[src/rtl/cmplx_mult_driver_if.sv]
// rtl/cmplx_mult_driver_if.sv - operand, multiplier and result handshake bundle for cmplx_mult_driver
interface cmplx_mult_driver_if #(
  parameter int DATA_WIDTH = 8
);
  localparam int RES_WIDTH = 2 * DATA_WIDTH + 1;

  logic                        in_val;
  logic                        in_ready;
  logic signed [DATA_WIDTH-1:0] in_a_re;
  logic signed [DATA_WIDTH-1:0] in_a_im;
  logic signed [DATA_WIDTH-1:0] in_b_re;
  logic signed [DATA_WIDTH-1:0] in_b_im;

  logic                        op_val;
  logic                        op_ready;
  logic signed [DATA_WIDTH-1:0] op_a_re;
  logic signed [DATA_WIDTH-1:0] op_a_im;
  logic signed [DATA_WIDTH-1:0] op_b_re;
  logic signed [DATA_WIDTH-1:0] op_b_im;

  logic                        res_val;
  logic                        res_ready;
  logic signed [RES_WIDTH-1:0] res_re;
  logic signed [RES_WIDTH-1:0] res_im;

  logic                        out_val;
  logic                        out_ready;
  logic signed [RES_WIDTH-1:0] out_re;
  logic signed [RES_WIDTH-1:0] out_im;

  // master is the driver's view; slave is the surrounding upstream/multiplier/sink view
  modport master (
    input  in_val, in_a_re, in_a_im, in_b_re, in_b_im,
    output in_ready,
    output op_val, op_a_re, op_a_im, op_b_re, op_b_im,
    input  op_ready,
    input  res_val, res_re, res_im,
    output res_ready,
    output out_val, out_re, out_im,
    input  out_ready
  );

  modport slave (
    output in_val, in_a_re, in_a_im, in_b_re, in_b_im,
    input  in_ready,
    input  op_val, op_a_re, op_a_im, op_b_re, op_b_im,
    output op_ready,
    output res_val, res_re, res_im,
    input  res_ready,
    input  out_val, out_re, out_im,
    output out_ready
  );
endinterface

[src/rtl/cmplx_mult_driver.sv]
// rtl/cmplx_mult_driver.sv - operand FIFO, issuer and result collector for the complex multiplier
// Optional result watchdog is built only when CMPLX_DRV_TIMEOUT_EN is defined.
module cmplx_mult_driver #(
  parameter int DATA_WIDTH     = 8,
  parameter int DEPTH          = 4,
  parameter int TIMEOUT_CYCLES = 64
) (
  input  logic                   clk,
  input  logic                   rstn,
  input  logic                   sw_rst,
  cmplx_mult_driver_if.master    bus,
  output logic [$clog2(DEPTH):0] fifo_count,
  output logic                   err_timeout
);
  localparam int PW = $clog2(DEPTH);
  localparam int CW = PW + 1;
  localparam int RW = 2 * DATA_WIDTH + 1;
  localparam int EW = 4 * DATA_WIDTH;
  localparam logic [CW-1:0] FULL = CW'(DEPTH);

  typedef enum logic [1:0] {D_IDLE, D_ISSUE, D_WAIT_RES} state_t;

  state_t        state;
  logic [EW-1:0] mem [DEPTH];
  logic [PW-1:0] wr_ptr;
  logic [PW-1:0] rd_ptr;
  logic [EW-1:0] head;
  logic          push;
  logic          pop;
  logic          res_take;
  logic          out_take;
  logic          tmo_hit;

  assign bus.in_ready  = (fifo_count < FULL);
  assign push          = bus.in_val && bus.in_ready;
  assign pop           = (state == D_IDLE) && (fifo_count != '0);
  // Result is only accepted when the output register is free or draining this cycle.
  assign bus.res_ready = (state == D_WAIT_RES) && (!bus.out_val || bus.out_ready);
  assign res_take      = bus.res_val && bus.res_ready;
  assign out_take      = bus.out_val && bus.out_ready;
  assign head          = mem[rd_ptr];

  always_ff @(posedge clk) begin
    if (push) begin
      mem[wr_ptr] <= {bus.in_a_re, bus.in_a_im, bus.in_b_re, bus.in_b_im};
    end
  end

`ifdef CMPLX_DRV_TIMEOUT_EN
  localparam int TW = $clog2(TIMEOUT_CYCLES + 1);

  logic [TW-1:0] tmo_cnt;

  assign tmo_hit = (state == D_WAIT_RES) && !bus.res_val &&
                   (tmo_cnt == TW'(TIMEOUT_CYCLES - 1));

  always_ff @(posedge clk or negedge rstn) begin
    if (!rstn) begin
      tmo_cnt     <= '0;
      err_timeout <= 1'b0;
    end else if (sw_rst) begin
      tmo_cnt     <= '0;
      err_timeout <= 1'b0;
    end else begin
      if (state == D_ISSUE && bus.op_ready) begin
        tmo_cnt <= '0;
      end else if (state == D_WAIT_RES && !bus.res_val) begin
        tmo_cnt <= tmo_cnt + TW'(1);
      end
      if (tmo_hit) begin
        err_timeout <= 1'b1;
      end
    end
  end
`else
  localparam int unused_timeout_cycles = TIMEOUT_CYCLES;

  assign tmo_hit     = 1'b0;
  assign err_timeout = 1'b0;
`endif

  always_ff @(posedge clk or negedge rstn) begin
    if (!rstn) begin
      state       <= D_IDLE;
      wr_ptr      <= '0;
      rd_ptr      <= '0;
      fifo_count  <= '0;
      bus.op_val  <= 1'b0;
      bus.op_a_re <= '0;
      bus.op_a_im <= '0;
      bus.op_b_re <= '0;
      bus.op_b_im <= '0;
      bus.out_val <= 1'b0;
      bus.out_re  <= '0;
      bus.out_im  <= '0;
    end else if (sw_rst) begin
      // Operand and result data registers deliberately keep their contents.
      state       <= D_IDLE;
      wr_ptr      <= '0;
      rd_ptr      <= '0;
      fifo_count  <= '0;
      bus.op_val  <= 1'b0;
      bus.out_val <= 1'b0;
    end else begin
      if (push) begin
        wr_ptr <= wr_ptr + PW'(1);
      end
      case ({push, pop})
        2'b10:   fifo_count <= fifo_count + CW'(1);
        2'b01:   fifo_count <= fifo_count - CW'(1);
        default: fifo_count <= fifo_count;
      endcase

      if (out_take) begin
        bus.out_val <= 1'b0;
      end

      case (state)
        D_IDLE: begin
          if (pop) begin
            bus.op_a_re <= head[EW-1 -: DATA_WIDTH];
            bus.op_a_im <= head[EW-DATA_WIDTH-1 -: DATA_WIDTH];
            bus.op_b_re <= head[2*DATA_WIDTH-1 -: DATA_WIDTH];
            bus.op_b_im <= head[DATA_WIDTH-1:0];
            rd_ptr      <= rd_ptr + PW'(1);
            bus.op_val  <= 1'b1;
            state       <= D_ISSUE;
          end
        end
        D_ISSUE: begin
          if (bus.op_ready) begin
            bus.op_val <= 1'b0;
            state      <= D_WAIT_RES;
          end
        end
        D_WAIT_RES: begin
          // A same-cycle capture overrides the drain clear above.
          if (res_take) begin
            bus.out_re  <= bus.res_re[RW-1:0];
            bus.out_im  <= bus.res_im[RW-1:0];
            bus.out_val <= 1'b1;
            state       <= D_IDLE;
          end else if (tmo_hit) begin
            state <= D_IDLE;
          end
        end
        default: state <= D_IDLE;
      endcase
    end
  end
endmodule
[src/flat_wrapper.sv]
// flat-port wrapper written by rule: the top's interface ports become plain ports
module cmplx_mult_driver_flat 
#(
  parameter int DATA_WIDTH     = 8,
  parameter int DEPTH          = 4,
  parameter int TIMEOUT_CYCLES = 64
)
  (clk, rstn, sw_rst, fifo_count, err_timeout, bus_in_val, bus_in_a_re, bus_in_a_im, bus_in_b_re, bus_in_b_im, bus_in_ready, bus_op_val, bus_op_a_re, bus_op_a_im, bus_op_b_re, bus_op_b_im, bus_op_ready, bus_res_val, bus_res_re, bus_res_im, bus_res_ready, bus_out_val, bus_out_re, bus_out_im, bus_out_ready);
  cmplx_mult_driver_if #(.DATA_WIDTH(DATA_WIDTH)) bus_i ();
  input  logic clk;
  input  logic rstn;
  input  logic sw_rst;
  output logic [$clog2(DEPTH):0] fifo_count;
  output logic err_timeout;
  input wire logic [$bits(bus_i.in_val)-1:0] bus_in_val;
  input wire logic [$bits(bus_i.in_a_re)-1:0] bus_in_a_re;
  input wire logic [$bits(bus_i.in_a_im)-1:0] bus_in_a_im;
  input wire logic [$bits(bus_i.in_b_re)-1:0] bus_in_b_re;
  input wire logic [$bits(bus_i.in_b_im)-1:0] bus_in_b_im;
  output wire logic [$bits(bus_i.in_ready)-1:0] bus_in_ready;
  output wire logic [$bits(bus_i.op_val)-1:0] bus_op_val;
  output wire logic [$bits(bus_i.op_a_re)-1:0] bus_op_a_re;
  output wire logic [$bits(bus_i.op_a_im)-1:0] bus_op_a_im;
  output wire logic [$bits(bus_i.op_b_re)-1:0] bus_op_b_re;
  output wire logic [$bits(bus_i.op_b_im)-1:0] bus_op_b_im;
  input wire logic [$bits(bus_i.op_ready)-1:0] bus_op_ready;
  input wire logic [$bits(bus_i.res_val)-1:0] bus_res_val;
  input wire logic [$bits(bus_i.res_re)-1:0] bus_res_re;
  input wire logic [$bits(bus_i.res_im)-1:0] bus_res_im;
  output wire logic [$bits(bus_i.res_ready)-1:0] bus_res_ready;
  output wire logic [$bits(bus_i.out_val)-1:0] bus_out_val;
  output wire logic [$bits(bus_i.out_re)-1:0] bus_out_re;
  output wire logic [$bits(bus_i.out_im)-1:0] bus_out_im;
  input wire logic [$bits(bus_i.out_ready)-1:0] bus_out_ready;
  assign bus_i.in_val = bus_in_val;
  assign bus_i.in_a_re = bus_in_a_re;
  assign bus_i.in_a_im = bus_in_a_im;
  assign bus_i.in_b_re = bus_in_b_re;
  assign bus_i.in_b_im = bus_in_b_im;
  assign bus_in_ready = bus_i.in_ready;
  assign bus_op_val = bus_i.op_val;
  assign bus_op_a_re = bus_i.op_a_re;
  assign bus_op_a_im = bus_i.op_a_im;
  assign bus_op_b_re = bus_i.op_b_re;
  assign bus_op_b_im = bus_i.op_b_im;
  assign bus_i.op_ready = bus_op_ready;
  assign bus_i.res_val = bus_res_val;
  assign bus_i.res_re = bus_res_re;
  assign bus_i.res_im = bus_res_im;
  assign bus_res_ready = bus_i.res_ready;
  assign bus_out_val = bus_i.out_val;
  assign bus_out_re = bus_i.out_re;
  assign bus_out_im = bus_i.out_im;
  assign bus_i.out_ready = bus_out_ready;
  cmplx_mult_driver #(.DATA_WIDTH(DATA_WIDTH), .DEPTH(DEPTH), .TIMEOUT_CYCLES(TIMEOUT_CYCLES)) u_core (.clk(clk), .rstn(rstn), .sw_rst(sw_rst), .bus(bus_i), .fifo_count(fifo_count), .err_timeout(err_timeout));
endmodule
[config.mk]
export PLATFORM = sky130hd
export DESIGN_NAME = cmplx_mult_driver_flat
export DESIGN_NICKNAME = d
export VERILOG_FILES = /design/src/rtl/cmplx_mult_driver_if.sv /design/src/rtl/cmplx_mult_driver.sv /design/src/flat_wrapper.sv
export SDC_FILE = /design/constraint.sdc
export NUM_CORES = 1
export LEC_CHECK = 0
export BUFFER_PORTS_ARGS = -buffer_cell sky130_fd_sc_hd__clkbuf_2
export CORE_ASPECT_RATIO = 1.2
export CORE_UTILIZATION = 30
export DETAILED_ROUTE_END_ITERATION = 6
export GPL_TIMING_DRIVEN = 0
export PLACE_DENSITY_LB_ADDON = 0.1
export REMOVE_ABC_BUFFERS = 1
export SLEW_MARGIN = 20
export SYNTH_ARGS = -nofsm -noshare
export SYNTH_HDL_FRONTEND = slang
export SYNTH_SLANG_ARGS = --single-unit
[constraint.sdc]
create_clock -name clk -period 5.68 [get_ports clk]
set_input_delay 1.136 -clock clk [delete_from_list [all_inputs] [get_ports clk]]
set_output_delay 1.136 -clock clk [all_outputs]
set_load 0.02 [all_outputs]
==> results of run 1 <==
==> kinds of logic (layout without fill, tap and decap cells) <==
family	count (synthesis)	after routing	share of synthesized area
other	1	1	0.000473
xor gates and xnor gates	1	1	0.00110
DFF	205	205	0.728
AOI/OAI and AO/OA	14	14	0.0120
buffers and inverters	29	203	0.0186
muxes	99	99	0.200
adders and majority gates	5	5	0.00883
and+or+nand+nor	40	40	0.0312
==> flip-flops by register name, summed over array words and instances (netlist names) <==
signal / count
u_core.bus.op_a_im: 8
u_core.bus.out_im: 17
u_core.bus.op_b_im: 8
u_core.fifo_count: 3
u_core.wr_ptr: 2
u_core.bus.out_re: 17
u_core.bus.op_val: 1
u_core.mem: 128
u_core.bus.op_a_re: 8
u_core.bus.out_val: 1
u_core.rd_ptr: 2
u_core.state: 2
u_core.bus.op_b_re: 8
==> metal layers <==
layer	track usage	vias up	routed length [um]	share of wire
met3	0.0316	27	1210	0.075
met2	0.208	135	7950	0.49
met1	0.145	2086	6580	0.41
met4	0.0400	0	342	0.021
met5	0	-	0	0
li1	-	1846	-	-
==> power by group through the flow <==
stage | Sequential, mW | Clock, mW | Combinational [mW]
2_1_floorplan | 2.50 | 0 | 0.676
3_3_place_gp | 2.24 | 0 | 1.47
3_5_place_dp | 2.21 | 0 | 1.54
4_1_cts | 2.19 | 1.37 | 1.54
5_1_grt | 2.23 | 1.42 | 1.63
6_report | 2.17 | 1.31 | 1.50
==> worst reg2reg max path, stage by stage, from the launching register on <==
cell and delay [ps]:
dfrtp_1 460, and2b_1 460, nor3_1 110, fa_1 430
nor3_1 200, nand3_1 100, a41oi_1 200
==> worst min-delay path by stage <==
stage / startpoint / endpoint / slack (ps) / cells past startpoint
global route: u_core.bus.out_im[15]$_DFFE_PN0P_ / u_core.bus.out_im[15]$_DFFE_PN0P_ / 500 / 1
finish: u_core.bus.out_re[15]$_DFFE_PN0P_ / u_core.bus.out_re[15]$_DFFE_PN0P_ / 480 / 1
floorplan: u_core.state[1]$_DFFE_PN0P_ / u_core.state[0]$_DFFE_PN0P_ / 530 / 1
detailed placement: u_core.bus.out_im[14]$_DFFE_PN0P_ / u_core.bus.out_im[14]$_DFFE_PN0P_ / 480 / 1
CTS: u_core.bus.out_im[14]$_DFFE_PN0P_ / u_core.bus.out_im[14]$_DFFE_PN0P_ / 490 / 1
global placement: u_core.bus.out_re[9]$_DFFE_PN0P_ / u_core.bus.out_re[9]$_DFFE_PN0P_ / 470 / 1
==> layout by cell type, fill, tap and decap left out, types with 5 or more instances in the layout <==
| cell type | Yosys | layout |
|---|---|---|
| clkbuf_2 | 1 | 144 |
| mux2_4 | 30 | 30 |
| inv_1 | 6 | 6 |
| clkinv_2 | 0 | 5 |
| edfxtp_1 | 128 | 128 |
| buf_12 | 0 | 7 |
| dfrtp_1 | 77 | 75 |
| clkbuf_1 | 8 | 11 |
| mux4_2 | 32 | 32 |
| clkbuf_16 | 0 | 23 |
| nor2_1 | 7 | 7 |
| mux2_1 | 37 | 37 |
==> final cells by class <==
cell class	instances	area, um^2
sequential	205	5780
tap	330	413
clock buffer	35	631
timing repair buffer	155	897
multi-input combinational	160	2020
clock inverter	6	28.8
fill	2410	15900
inverter	7	26.3
==> per-stage QoR <==
stage                util  hold slack (ps)  setup slack (ps)
floorplan               -              527              2670
global placement    0.348              466              1690
detailed placement  0.355              476              2710
CTS                 0.381              489              2710
global route        0.381              502              2670
finish              0.381              485              2710
==> metrics.md, run 1 <==
| Metric | Value |
|---|---|
| Worst Hold Class | `reg -> reg` |
| Core Region | `0.0257 mm^2` |
| Setup crit start | `bus_out_ready` |
| Post-synth top area share | `0.485` |
| TritonCTS clock tree | `built` |
| Initial Util | `0.309` |
| Clock buffer depth | `3` |
| CTS Buf Count | `23` |
| Final hold violation count | `0` |
| Power per cell area | `509 mW/mm^2` |
| Grt total ovfl | `0` |
| Die Ht | `180 um` |
| Fin Clk Skew | `10.0 ps` |
| Pint | `3.43 mW` |
| Initial antenna violation count | `0` |
| IO Pins | `147` |
| Number of synthesized flops with an enable pin | `128` |
| Fin cells | `898` |
| Critical Path Sink Type | `output port` |
| Share of layout cells above drive strength 1 | `0.449` |
| Status | `complete, no violations` |
| Syn avg cell area | `20.1 um^2` |
| PortBufs | `145` |
| RSZ-0062 raised after global routing | `false` |
| CP most frequent cell | `clkbuf_2` |
| Routed via count | `4094` |
| Max_cap viols | `0` |
| Die X | `150 um` |
| Clock root cell | `clkbuf_16` |
| Reg clk slew, reported paths | `50 ps` |
| Switch share | `0.312` |
| Crit path max fanout | `4` |
| Die Area | `0.0271 mm^2` |
| Number of vias per cell | `4.56` |
| Final setup TNS | `0 ps` |
| TritonRoute pass-1 iters | `4` |
| CP Launch Type | `primary input` |
| Post-route DRC | `0` |
| Part of the Yosys area used for sequential elements | `0.728` |
| P_sw | `1.56 mW` |
| Top post-synthesis cells by count | `edfxtp_1, dfrtp_1, mux2_1, mux4_2, mux2_4` |
| CTS Hold Buffers Added | `0` |
| # resized after CTS | `0` |
| Slew headroom | `0.538` |
| Share of total power in the clock network | `0.263` |
| R2r worst-path depth | `6` |
| Routability Congestion | `0.672` |
| CP max stage cell | `nor2b_1` |
| Final setup fails | `0` |
| Fin. max-slew vios | `0` |
| Post-Syn Area | `0.00793 mm^2` |
| Distinct cells, synth | `39` |
| Flop pwr share | `0.436` |
| R2r startpoint | `u_core.fifo_count[2]$_DFFE_PN0P_` |
| Ys flop type | `edfxtp_1` |
| FF+latch count, synth | `205` |
| Pin count of the biggest net entering global routing | `78` |
| # rows | `64` |
| Setup crit end | `bus_res_ready` |
| Total Wirelength | `16100 um` |
| Synth area leaders | `edfxtp_1, dfrtp_1, mux4_2` |
| Critical-path cell list | `clkbuf_2 -> nor2b_1 -> nor2_1 -> clkbuf_2` |
| Crit share post-route | `0.522` |
| P&R area growth vs syn | `23.5%` |
| Htree depth | `1` |
| First-pass GRT wire length | `24800 um` |
| CP delay by family, top | `simple AND/OR/NAND/NOR gates` |
| Clock latency on the worst-skew pair | `490 ps` |
| Post-route cell area | `0.00979 mm^2` |
| Vias in the first global route | `4365` |
| Routed wire length per instance | `17.9 um` |
| Fmax achieved | `337 MHz` |
| Share of flip-flops with an asynchronous set or reset | `0.376` |
| Synth area leader | `edfxtp_1` |
| # diodes | `0` |
| R2R Path End | `u_core.fifo_count[2]$_DFFE_PN0P_` |
| Worst EP required | `4540 ps` |
| Sink Count | `205` |
| Critical path class | `in -> out` |
| Internal reg-to-reg setup slack | `3650 ps` |
| Most frequent cell after synthesis | `edfxtp_1` |
| Stages on the worst setup path | `4` |
| Dpl hpwl | `10300 um` |
| Yosys warns | `0` |
| Largest stage delay, worst path | `340 ps` |
| Data arrival, critical path | `1830 ps` |
| Fin crit period | `2970 ps` |
| Initial DRC Count | `146` |
| Routed Antenna Nets | `0` |
| PnR Total Power | `4.99 mW` |
| Worst vdd ir | `0.216 mV` |
| CP Buf/Inv Count | `2` |
| Postcts setup bufs | `0` |
| Placed Instances | `857` |
| Synth Instances | `394` |
| Placed cell area | `0.00913 mm^2` |
| Gr usage total | `0.121` |
| Nets | `630` |
| Gate power share | `0.301` |
| Pleak | `3.94 nW` |
| Worst slew pin tran | `693 ps` |
No activity file was read; power rests on OpenSTA's default activity.
==> run 2, diff against run 1 <==
--- a/config.mk
+++ b/config.mk
@@ -5,6 +5,7 @@
 export SDC_FILE = /design/constraint.sdc
 export NUM_CORES = 1
 export LEC_CHECK = 0
+export ABC_AREA = 1
 export BUFFER_PORTS_ARGS = -buffer_cell sky130_fd_sc_hd__clkbuf_2
 export CORE_ASPECT_RATIO = 1.2
 export CORE_UTILIZATION = 30
==> constraint.sdc (replaced) <==
create_clock -name clk -period 2.7 [get_ports clk]
set_input_delay 0.54 -clock clk [delete_from_list [all_inputs] [get_ports clk]]
set_output_delay 0.54 -clock clk [all_outputs]
set_load 0.02 [all_outputs]
==> metrics.md, run 2 <==
| Metric | Value |
|---|---|
| Routed wire length per instance | `16.9 um (-5.9%)` |
| Syn avg cell area | `11.6 um^2 (-42%)` |
| FF+latch count, synth | `205 (unchanged)` |
| Fmax achieved | `475 MHz` |
| Gate power share | `0.309 (+0.008)` |
| Most frequent cell after synthesis | `nand2_1` |
| Critical path class | `reg -> reg` |
| Part of the Yosys area used for sequential elements | `0.730 (+0.00230)` |
| Post-Syn Area | `0.00791 mm^2 (-0.32%)` |
| Synth Instances | `682 (+73%)` |
| Post-route DRC | `0 (unchanged)` |
| Synth area leader | `edfxtp_1` |
| Most common cell after layout, fill and taps aside | `nand2_1` |
| Largest regs | `u_core.mem x128, u_core.bus.out_im x17, u_core.bus.out_re x17` |
| # resized after CTS | `0 (unchanged)` |
| Worst vdd ir | `0.522 mV (+140%)` |
| Fin. max-slew vios | `0 (unchanged)` |
| Final core utilization | `0.381 (unchanged)` |
| Share of total power in the clock network | `0.270 (+0.007)` |
| # fillers | `2549 (+5.8%)` |
| Worst slew pin tran | `778 ps (+84.5 ps)` |
| Max reg flops | `128 (unchanged)` |
| Critical Path Sink Type | `register` |
| PortBufs | `145 (unchanged)` |
| Die X | `150 um (-0.16%)` |
| Top post-synthesis cells by count | `nand2_1, edfxtp_1, dfrtp_1, nor2_1, o21ai_0` |
| Initial DRC Count | `210 (+44%)` |
| # rows | `64 (unchanged)` |
| P&R area growth vs syn | `23.9%` |
| Vias in the first global route | `5684 (+30%)` |
| Reg clk slew, reported paths | `60 ps (about the same)` |
| Final hold violation count | `0 (unchanged)` |
| Number of synthesized flops with an enable pin | `128 (unchanged)` |
| Uppermost layer routed | `met4` |
| Top reg by flops | `u_core.mem` |
| TritonRoute pass-1 iters | `6 (+2)` |
| Fin Clk Skew | `17.8 ps (+7.84 ps)` |
| CP most frequent cell | `nand2_1` |
| Die Ht | `180 um (-0.16%)` |
| Share of flip-flops with an asynchronous set or reset | `0.376 (unchanged)` |
| Switch share | `0.369 (+0.0566)` |
| Dpl hpwl | `11500 um (+11%)` |
| CTS Buf Count | `24 (+4.3%)` |
| Final setup TNS | `0 ps (unchanged)` |
| Clock root cell | `clkbuf_16` |
| Worst EP required | `3100 ps (-1440 ps)` |
| Status | `complete, no violations` |
| Total Wirelength | `19700 um (+22%)` |
| IO Pins | `147 (unchanged)` |
| Clock latency on the worst-skew pair | `510 ps (+20 ps)` |
| Initial Util | `0.308 (-0.000974)` |
| Share of layout cells above drive strength 1 | `0.241 (-0.208)` |
| Clock buffer depth | `3 (unchanged)` |
| Nets | `899 (+43%)` |
| Commonest cells after routing, fill and taps aside | `nand2_1, clkbuf_2, edfxtp_1` |
| Pin count of the biggest net entering global routing | `78 (unchanged)` |
| Htree depth | `1 (unchanged)` |
| Wire length on met3 | `1320 um (+8.7%)` |
| Worst Hold Class | `in -> async` |
| Distinct cells, synth | `26 (-33%)` |
| Pint | `7.09 mW (+110%)` |
| Internal reg-to-reg setup slack | `590 ps (-3060 ps)` |
| First-pass GRT wire length | `30900 um (+25%)` |
| Gr usage total | `0.147 (+0.0264)` |
| Initial antenna violation count | `0 (unchanged)` |
| Crit path max fanout | `66 (+62)` |
| CP delay by family, top | `flip-flops` |
| Met2 wire len | `9110 um (+14%)` |
| Routed Antenna Nets | `0 (unchanged)` |
| Synth area leaders | `edfxtp_1, dfrtp_1, nand2_1` |
| CP Buf/Inv Count | `1 (-1)` |
| Final setup fails | `0 (unchanged)` |
| Postcts setup bufs | `0 (unchanged)` |
| Yosys warns | `0 (unchanged)` |
| Number of vias per cell | `4.68 (+2.8%)` |
| CTS Hold Buffers Added | `0 (unchanged)` |
| CP max stage cell | `dfrtp_4` |
| Routability Congestion | `0.758 (+13%)` |
| Pleak | `4.24 nW (+7.8%)` |
| Data arrival, critical path | `2500 ps (+670 ps)` |
| Flop pwr share | `0.421 (-0.015)` |
| Max_cap viols | `0 (unchanged)` |
| Wl on met1 | `8860 um (+35%)` |
| Slew headroom | `0.481 (-0.0571)` |
| CP Launch Type | `register` |
| Ys flop type | `edfxtp_1` |
| P_sw | `4.15 mW (+170%)` |
| Core Region | `0.0257 mm^2 (unchanged)` |
| Largest stage delay, worst path | `910 ps (+570 ps)` |
| Grt total ovfl | `0 (unchanged)` |
| Sink Count | `205 (unchanged)` |
| Post-synth top area share | `0.486 (+0.00153)` |
| Power per cell area | `1150 mW/mm^2 (+130%)` |
| Critical-path cell list | `inv_4 -> o21ai_0 -> o22ai_1 -> nand2_1 -> nand2_1` |
| Die Area | `0.0270 mm^2 (-0.31%)` |
| # diodes | `0 (unchanged)` |
| Crit share post-route | `0.780` |
| TritonCTS clock tree | `built` |
| Fin crit period | `2110 ps` |
| RSZ-0062 raised after global routing | `false` |
| Routed via count | `5472 (+34%)` |
run 2: cell types whose count changed after synthesis, moves of 7 or more:
cell | previous run | this run
buf_2 | 9 | 16
clkbuf_1 | 8 | 20
mux4_2 | 32 | 0
nand3_1 | 3 | 40
nand2_1 | 4 | 183
o22ai_1 | 0 | 33
o21ai_0 | 1 | 69
mux2_4 | 30 | 0
inv_1 | 6 | 17
nor2_1 | 7 | 74
mux2_1 | 37 | 0
run 2: final cells by class:
type / instances / area (um^2) / area share
clock buffers: 35 / 713 / 0.0728
clock inverters: 8 / 40.0 / 0.00409
multi-input cells: 419 / 1930 / 0.197
inverters: 21 / 82.6 / 0.00843
repair buffers: 150 / 842 / 0.0860
flip-flops and latches: 205 / 5780 / 0.590
well taps: 330 / 413 / 0.0422
run 2: worst paths after layout:
| kind | start | to | cells past startpoint |
|---|---|---|---|
| max | u_core.rd_ptr[0]$_DFFE_PN0P_ | u_core.bus.op_a_re[0]$_DFFE_PN0P_ | 5 |
| min | rstn | u_core.bus.out_im[9]$_DFFE_PN0P_ | 1 |
| max reg2reg | u_core.rd_ptr[0]$_DFFE_PN0P_ | u_core.bus.op_a_re[0]$_DFFE_PN0P_ | 5 |
| min reg2reg | u_core.bus.out_re[12]$_DFFE_PN0P_ | u_core.bus.out_re[12]$_DFFE_PN0P_ | 2 |
| max in group asynchronous | rstn | u_core.rd_ptr[0]$_DFFE_PN0P_ | 1 |
| min in group clk | bus_in_a_re[6] | u_core.mem[0][30]$_DFFE_PP_ | 1 |
run 2: cells by family (layout without fill, tap and decap cells):
kind of cell	after synthesis	after routing	share of synthesized area
compound gates	105	105	0.0720
other cells	1	1	0.000474
simple gates	307	307	0.157
fa+ha+maj	5	5	0.00886
xor+xnor	1	1	0.00111
buf+inv	58	214	0.0305
flops	205	205	0.730
run 2: per-layer routing:
layer	global-route usage	vias up
li1	-	2619
met1	0.195	2653
met2	0.242	168
met3	0.0307	32
met4	0.0424	0
met5	0	-
run 2: power by group through the flow:
stage	Sequential (mW)	Combinational [mW]	Clock [mW]
final	4.73	3.48	3.04
after global routing	4.84	3.94	3.27
after CTS	4.74	3.58	3.14
after detailed placement	4.79	3.57	0
after global placement	4.77	3.40	0
after floorplan	5.26	1.56	0
run 2: per-stage QoR:
stage	power, mW	hold slack, ps	instances	worst slack, ps	cell area, um^2
2_1_floorplan	6.82	244	645	36.8	7740
3_3_place_gp	8.17	453	1120	-1480	8880
3_5_place_dp	8.36	459	1125	286	9040
4_1_cts	11.5	86.2	1168	478	9790
5_1_grt	12.1	120	1168	387	9790
6_report	11.2	75.4	1168	595	9790
